File: config.mk
export PLATFORM = sky130hd
export DESIGN_NAME = fetch_buffer
export DESIGN_NICKNAME = d
export VERILOG_FILES = /design/src/rtl/fetch_pkg.sv /design/src/rtl/fetch_slot_array.sv /design/src/rtl/fetch_buffer.sv
export SDC_FILE = /design/constraint.sdc
export NUM_CORES = 1
export LEC_CHECK = 0
export ABC_AREA = 1
export CORE_MARGIN = 3
export CORE_UTILIZATION = 50
export CTS_CLUSTER_SIZE = 14
export DETAILED_ROUTE_END_ITERATION = 16
export GPL_TIMING_DRIVEN = 1
export PLACE_DENSITY_LB_ADDON = 0.2
export SETUP_SLACK_MARGIN = 0.02
export SYNTH_ARGS = -nofsm -noshare
export SYNTH_HDL_FRONTEND = slang
export SYNTH_SLANG_ARGS = --single-unit
File: constraint.sdc
create_clock -name clk -period 10.7 [get_ports clk]
set_input_delay 3.21 -clock clk [delete_from_list [all_inputs] [get_ports clk]]
set_output_delay 3.21 -clock clk [all_outputs]
set_load 0.02 [all_outputs]
File: src/rtl/fetch_pkg.sv
// fetch_pkg: shared types and constants for the instruction-fetch buffer.
//   INSTR_W    - instruction word width
//   MAX_PC_W   - storage width of the pc field; the real PC width (WIDTH
//                parameter of the users) is zero-extended into it and
//                synthesis trims the unused upper bits
//   NOP_INSTR  - word presented for entries that never go to memory
//   fetch_entry_t - one reservation-queue entry
package fetch_pkg;
  localparam int INSTR_W  = 32;
  localparam int MAX_PC_W = 64;
  localparam logic [INSTR_W-1:0] NOP_INSTR = 32'h0000_0013;

  typedef struct packed {
    logic [MAX_PC_W-1:0] pc;
    logic [INSTR_W-1:0]  data;
    logic                filled;
    logic                misaligned;
  } fetch_entry_t;
endpackage

File: src/rtl/fetch_slot_array.sv
// fetch_slot_array: DEPTH-entry in-order storage for fetched instructions.
// Ports:
//   clk, rst      - clock, synchronous active-high reset
//   clr           - drop every entry at this edge (flush)
//   alloc         - allocate tail entry with alloc_pc / alloc_mis
//   fill          - write fill_data into the oldest unfilled entry
//   pop           - retire the head entry
//   head_ent      - current head entry
//   unfilled_cnt  - allocated entries still waiting for memory data
import fetch_pkg::*;

module fetch_slot_array #(
  parameter int WIDTH = 32,
  parameter int DEPTH = 4
) (
  input  logic                       clk,
  input  logic                       rst,
  input  logic                       clr,
  input  logic                       alloc,
  input  logic [WIDTH-1:0]           alloc_pc,
  input  logic                       alloc_mis,
  input  logic                       fill,
  input  logic [INSTR_W-1:0]         fill_data,
  input  logic                       pop,
  output fetch_entry_t               head_ent,
  output logic [$clog2(DEPTH+1)-1:0] unfilled_cnt
);
  localparam int PTR_W = $clog2(DEPTH);
  localparam int CNT_W = $clog2(DEPTH+1);

  fetch_entry_t     ent [DEPTH];
  logic [DEPTH-1:0] busy;
  logic [PTR_W-1:0] head, tail, fill_ptr, idx;
  logic             fill_found;

  // Misaligned entries are born filled, so the fill target is found by
  // scanning from head for the first busy entry without data rather than
  // by a free-running pointer.
  always_comb begin
    fill_ptr     = '0;
    fill_found   = 1'b0;
    unfilled_cnt = '0;
    idx          = '0;
    for (int i = 0; i < DEPTH; i++) begin
      idx = head + PTR_W'(i);
      if (busy[idx] && !ent[idx].filled) begin
        unfilled_cnt = unfilled_cnt + CNT_W'(1);
        if (!fill_found) begin
          fill_ptr   = idx;
          fill_found = 1'b1;
        end
      end
    end
  end

  always_ff @(posedge clk) begin
    if (rst || clr) begin
      head <= '0;
      tail <= '0;
      busy <= '0;
      for (int i = 0; i < DEPTH; i++) ent[i].filled <= 1'b0;
    end else begin
      if (alloc) begin
        ent[tail].pc         <= MAX_PC_W'(alloc_pc);
        ent[tail].misaligned <= alloc_mis;
        ent[tail].filled     <= alloc_mis;
        ent[tail].data       <= NOP_INSTR;
        busy[tail]           <= 1'b1;
        tail                 <= tail + PTR_W'(1);
      end
      // A slot allocated this edge is not busy yet, and head is filled
      // whenever it pops, so fill never collides with alloc or pop.
      if (fill && fill_found) begin
        ent[fill_ptr].filled <= 1'b1;
        ent[fill_ptr].data   <= fill_data;
      end
      if (pop) begin
        busy[head]       <= 1'b0;
        ent[head].filled <= 1'b0;
        head             <= head + PTR_W'(1);
      end
    end
  end

  assign head_ent = ent[head];
endmodule

File: src/rtl/fetch_buffer.sv
// fetch_buffer: fetch stage between the PC register and decode. Issues one
// read per cycle to a fixed-latency in-order instruction memory, queues the
// returned words with their PCs, and hands them to decode by valid/ready.
// Ports:
//   clk, rst                 - clock, synchronous active-high reset
//   pc_i / pc_stall          - current PC / hold request back to the PC reg
//   flush                    - branch taken; discard all wrong-path work
//   imem_req/imem_addr       - memory read request
//   imem_rvalid/imem_rdata   - memory return, MEM_LAT cycles after request
//   instr_valid/instr_ready  - decode handshake on the head entry
//   instr_o/instr_pc_o       - head instruction and its PC
//   instr_misaligned_o       - head PC not word aligned
// Optional feature macro: FETCH_BUF_ALIGN_CHECK_EN - misaligned PCs are
// queued as NOPs without a memory read; when undefined, instr_misaligned_o
// is 0 and the low PC bits are not inspected.
import fetch_pkg::*;

module fetch_buffer #(
  parameter int WIDTH   = 32,
  parameter int DEPTH   = 4,
  parameter int MEM_LAT = 1
) (
  input  logic               clk,
  input  logic               rst,
  input  logic [WIDTH-1:0]   pc_i,
  output logic               pc_stall,
  input  logic               flush,
  output logic               imem_req,
  output logic [WIDTH-1:0]   imem_addr,
  input  logic               imem_rvalid,
  input  logic [INSTR_W-1:0] imem_rdata,
  output logic               instr_valid,
  input  logic               instr_ready,
  output logic [INSTR_W-1:0] instr_o,
  output logic [WIDTH-1:0]   instr_pc_o,
  output logic               instr_misaligned_o
);
  localparam int CNT_W = $clog2(DEPTH+1);
  localparam int DSC_W = $clog2(DEPTH+MEM_LAT+1);

  logic [CNT_W-1:0] alloc_cnt, unfilled_cnt;
  logic [DSC_W-1:0] discard_cnt;
  logic             slot_free, mis, pop, rv_old, rv_live, fill;
  fetch_entry_t     head_ent;
  logic             unused_fields;

`ifdef FETCH_BUF_ALIGN_CHECK_EN
  assign mis                = (pc_i[1:0] != 2'b00);
  assign instr_misaligned_o = head_ent.misaligned;
`else
  assign mis                = 1'b0;
  assign instr_misaligned_o = 1'b0;
`endif

  // Issue looks at the registered count only: a full queue stalls even when
  // decode pops in the same cycle.
  assign slot_free   = !rst && !flush && (alloc_cnt < CNT_W'(DEPTH));
  assign imem_req    = slot_free && !mis;
  assign imem_addr   = pc_i;
  assign pc_stall    = !rst && !flush && (alloc_cnt == CNT_W'(DEPTH));

  assign instr_valid = !rst && head_ent.filled;
  assign instr_o     = head_ent.data;
  assign instr_pc_o  = head_ent.pc[WIDTH-1:0];
  assign pop         = instr_valid && instr_ready && !flush;

  // Returns owed to flushed entries are swallowed before any live fill.
  assign rv_old      = imem_rvalid && (discard_cnt != '0);
  assign rv_live     = imem_rvalid && (discard_cnt == '0);
  assign fill        = rv_live && !flush;

  // Upper pc storage bits and the misaligned flag are not read in every build.
  assign unused_fields = ^{head_ent.pc, head_ent.misaligned};

  always_ff @(posedge clk) begin
    if (rst) begin
      alloc_cnt   <= '0;
      discard_cnt <= '0;
    end else if (flush) begin
      alloc_cnt   <= '0;
      // Every unfilled entry still has a return on the way, except one whose
      // data lands right now (and is dropped with the flush).
      discard_cnt <= discard_cnt - DSC_W'(rv_old) + DSC_W'(unfilled_cnt) - DSC_W'(rv_live);
    end else begin
      alloc_cnt   <= alloc_cnt + CNT_W'(slot_free) - CNT_W'(pop);
      discard_cnt <= discard_cnt - DSC_W'(rv_old);
    end
  end

  fetch_slot_array #(.WIDTH(WIDTH), .DEPTH(DEPTH)) u_slots (
    .clk          (clk),
    .rst          (rst),
    .clr          (flush),
    .alloc        (slot_free),
    .alloc_pc     (pc_i),
    .alloc_mis    (mis),
    .fill         (fill),
    .fill_data    (imem_rdata),
    .pop          (pop),
    .head_ent     (head_ent),
    .unfilled_cnt (unfilled_cnt)
  );

`ifndef SYNTHESIS
  // A return with nothing owed and nothing waiting means the memory and this
  // block disagree about outstanding reads.
  a_no_stray_return: assert property (@(posedge clk) disable iff (rst)
    !(imem_rvalid && (discard_cnt == '0) && (unfilled_cnt == '0)));
`endif
endmodule
==> out/qor.csv <==
stage,metric,value,unit
run_status,status,completed,
synthesis,multiplexer share of the synthesized area,0.0823,%
timing,RSZ-0062 raised after global routing,no,
power,internal power,1840,µW
final_layout,fill count,1943,
setup_path,crit path DAT,5400,ps
synthesis,xor and xnor area share after synthesis,0.432,%
clock_network,CTS Sinks,276,
routing,Total Wirelength,27.0,mm
setup_path,kind of critical path,in2out,
power,Clk pwr share,39.0,%
timing,period utilisation layout,80.4,%
synthesis,asr flop ratio synth,0,%
place,hpwl dp,15.5,mm
power,power per cell area,161,nW/µm²
power,peak supply drop,0.000104,V
final_layout,Diodes inserted,0,
synthesis,Simple-Gate Fraction of Synth Area,13.4,%
routing,drt pass-1 iters,5,
die,Die Area,26200,µm²
global_routing,Total Routing Usage GR,20.3,%
synthesis,Synth top area share,63.2,%
die,Std-Cell Rows,56,
power,NetSw,525,µW
clock_network,"Clk pin slew, worst setup/hold paths",60,ps
synthesis,largest area contributor in the netlist,edfxtp_1,
setup_path,critical path's top delay family,buffers and inverters,
setup_path,WP data required,7490,ps
place,area of placed instances,13800,µm²
setup_path,crit-path max cell delay,670,ps
synthesis,synth unique cells,33,
setup_path,crit start category,input pin,
routing,DR vias/cell,5.25,
global_routing,initial antenna violation count,1,
clock_network,CTS Hold Bufs,0,
final_layout,layout net count,1313,
synthesis,Synth Area in Compound Gates,10.1,%
timing,Final Skew,15.0,ps
synthesis,yosys warns,0,
power,Flop pwr share,51.1,%
setup_path,Worst path slowest cell,clkdlybuf4s50_1,
synthesis,Post-Syn Area,12200,µm²
setup_path,"critical path, cell by cell",clkdlybuf4s50_1 > nor2_2 > clkinv_1 > nor2_1 > clkdlybuf4s50_1,
clock_network,CTS buffer count,29,
routing,Vias,8193,
final_layout,final instance area,14700,µm²
global_routing,first-pass GRT wire length,42.5,mm
place,port bufs,167,
synthesis,main combinational cell family by area after synthesis,simple AND/OR/NAND/NOR gates,
synthesis,Seq cells post-synth,276,
die,Die Span Y,162,µm
routing,DRT iter0 DRCs,564,
synthesis,Synthesized Nets,1192,
die,IO Count,169,
clock_network,CTS tree,yes,
synthesis,Syn Area/Cell,11.0,µm²
final_layout,layout cell share with drive strength beyond 1,7.16,%
clock_network,Post-CTS Setup Bufs,0,
timing,"Hold Vio Cnt, Final",0,
die,core area,23700,µm²
power,switching power share of the total,22.2,%
timing,worst-margin pin slew,1160,ps
job,MaxCap Viol Count,0,
timing,Worst slew margin,22.6,%
synthesis,Post-Synth Adder-Cell Area,2.39,%
clock_network,clk root buf,clkbuf_16,
timing,Peak Freq,116,MHz
synthesis,most common cell in the netlist,nor2_1,
place,GPL Wtd Cong,0.828,
global_routing,gr ovfl total,0,
global_routing,largest net degree at the start of global routing,119,
routing,DR DRC count,0,
setup_path,WP buf/inv,3,
timing,setup violators final,0,
timing,Fin Setup TNS,0,ps
clock_network,cts repair resizes,0,
power,combinational power share,9.9,%
synthesis,Main synth FF type,edfxtp_1,
setup_path,Worst Setup End Kind,output pin,
synthesis,Synth area leaders,"edfxtp_1 63%, nor2_1 8.1%, o21ai_0 6.1%, dfxtp_1 3.3%, o22ai_1 3.3%",
clock_network,H-tree levels,1,
setup_path,most frequent CP cell,clkdlybuf4s50_1,
worst_hold_path,HP Class,reg2reg,
timing,max-slew violations,0,
clock_network,Max Buffers Root-to-Sink,3,
die,Initial Util,51.3,%
final_layout,Area Overhead vs Synth,21.0,%
synthesis,commonest cells in the netlist,"262 x nor2_1, 256 x edfxtp_1, 147 x o21ai_0",
synthesis,number of flops mapped to enable cells by yosys,256,
routing,Wirelength per Cell,17.3,µm
synthesis,sequential element share of the synthesized area,66.5,%
setup_path,critical-path maximum fanout,9,
routing,DRT antenna net count,0,
timing,post-route minimum period,8610,ps
clock_network,Clock Latency Late Sink,540,ps
power,Lkg Pwr,0.00568,µW
global_routing,vias in the first global route,8098,
synthesis,Cells after Synth,1101,
die,chip width,162,µm
## cell type report
class                   instances  area, µm²  share of cell area (%)
clock buffers                  35        748                    5.08
flip-flops and latches        276       8090                    55.0
inverters                      92        348                    2.36
repair buffers                179       1760                    12.0
clock inverters                17        131                   0.893
well taps                     319        399                    2.71
multi-input cells             644       3240                    22.0
## placed cells by master (no fill, tap or decap), types with 6 or more instances in the layout
cell and instances:
dfxtp_1 18, nor2_1 260, nand3_2 8, nor3_1 6, xor2_1 6, o21ai_0 147
nand3_1 24, clkinv_1 9, buf_4 12, nor2_2 12, ha_1 20, clkbuf_16 29
a21oi_1 16, edfxtp_1 256, nand2_1 58, o22ai_1 64, clkdlybuf4s50_1 167, inv_1 86
clkbuf_1 6
## per-stage QoR
| stage | power, µW | hold WS, ps | utilization, % | cells | setup slack, ps |
|---|---|---|---|---|---|
| finish | 2370 | 519 | 62.1 | 1562 | 2090 |
| detailed placement | 1470 | 511 | 58.4 | 1510 | 2060 |
| floorplan | 1370 | 477 | - | 1101 | 3330 |
| global placement | 1460 | 492 | 58.4 | 1510 | 2110 |
| CTS | 2390 | 520 | 62.1 | 1562 | 2060 |
| global route | 2460 | 561 | 62.1 | 1562 | 1890 |
## power groups by stage
| stage | sequential, µW | clock (µW) | combinational [µW] |
|---|---|---|---|
| 2_1_floorplan | 1230 | 0 | 143 |
| 3_3_place_gp | 1230 | 0 | 231 |
| 3_5_place_dp | 1230 | 0 | 236 |
| 4_1_cts | 1210 | 944 | 238 |
| 5_1_grt | 1210 | 990 | 262 |
| 6_report | 1210 | 924 | 234 |
## flip-flops by register name, summed over array words and instances, names as in the netlist, named ones only
register	cells
alloc_cnt	3
discard_cnt	3
u_slots.busy	4
u_slots.tail	2
u_slots.head	2
u_slots.ent	260
## worst reg2reg max path: cells and delay by family, from the launching register on
kind | cells | cell delay (ps)
simple gates | 10 | 2050
buf+inv | 5 | 1770
flops | 1 | 410
fa+ha+maj | 1 | 320
## worst paths after layout
path              slack, ps                             end  cells after the start                      startpoint
setup reg to reg       5760    u_slots.ent[1][30]$_DFFE_PP_                     16                            flop
hold reg to reg         520  u_slots.ent[2][0]$_SDFFE_PP0P_                      2  u_slots.ent[2][0]$_SDFFE_PP0P_
setup / recovery       2090                        imem_req                      5                           flush
hold / removal          520  u_slots.ent[2][0]$_SDFFE_PP0P_                      2  u_slots.ent[2][0]$_SDFFE_PP0P_
## per-layer routing
layer	wire length, µm	global-route usage, %	vias to the layer above	part of all wire [%]
met5	20	0	-	0.074
met4	327	4.42	2	1.2
met3	1640	3.32	24	6.1
met2	13600	35.3	203	50
met1	11400	27.0	3949	42
li1	-	-	4015	-
## cell families after synthesis
family	Yosys count
fa+ha+maj	22
other cells	1
mux	1
simple gates	385
buf+inv	181
xor+xnor	6
flops	276
compound gates	229
(Power assumes the default switching activity.)
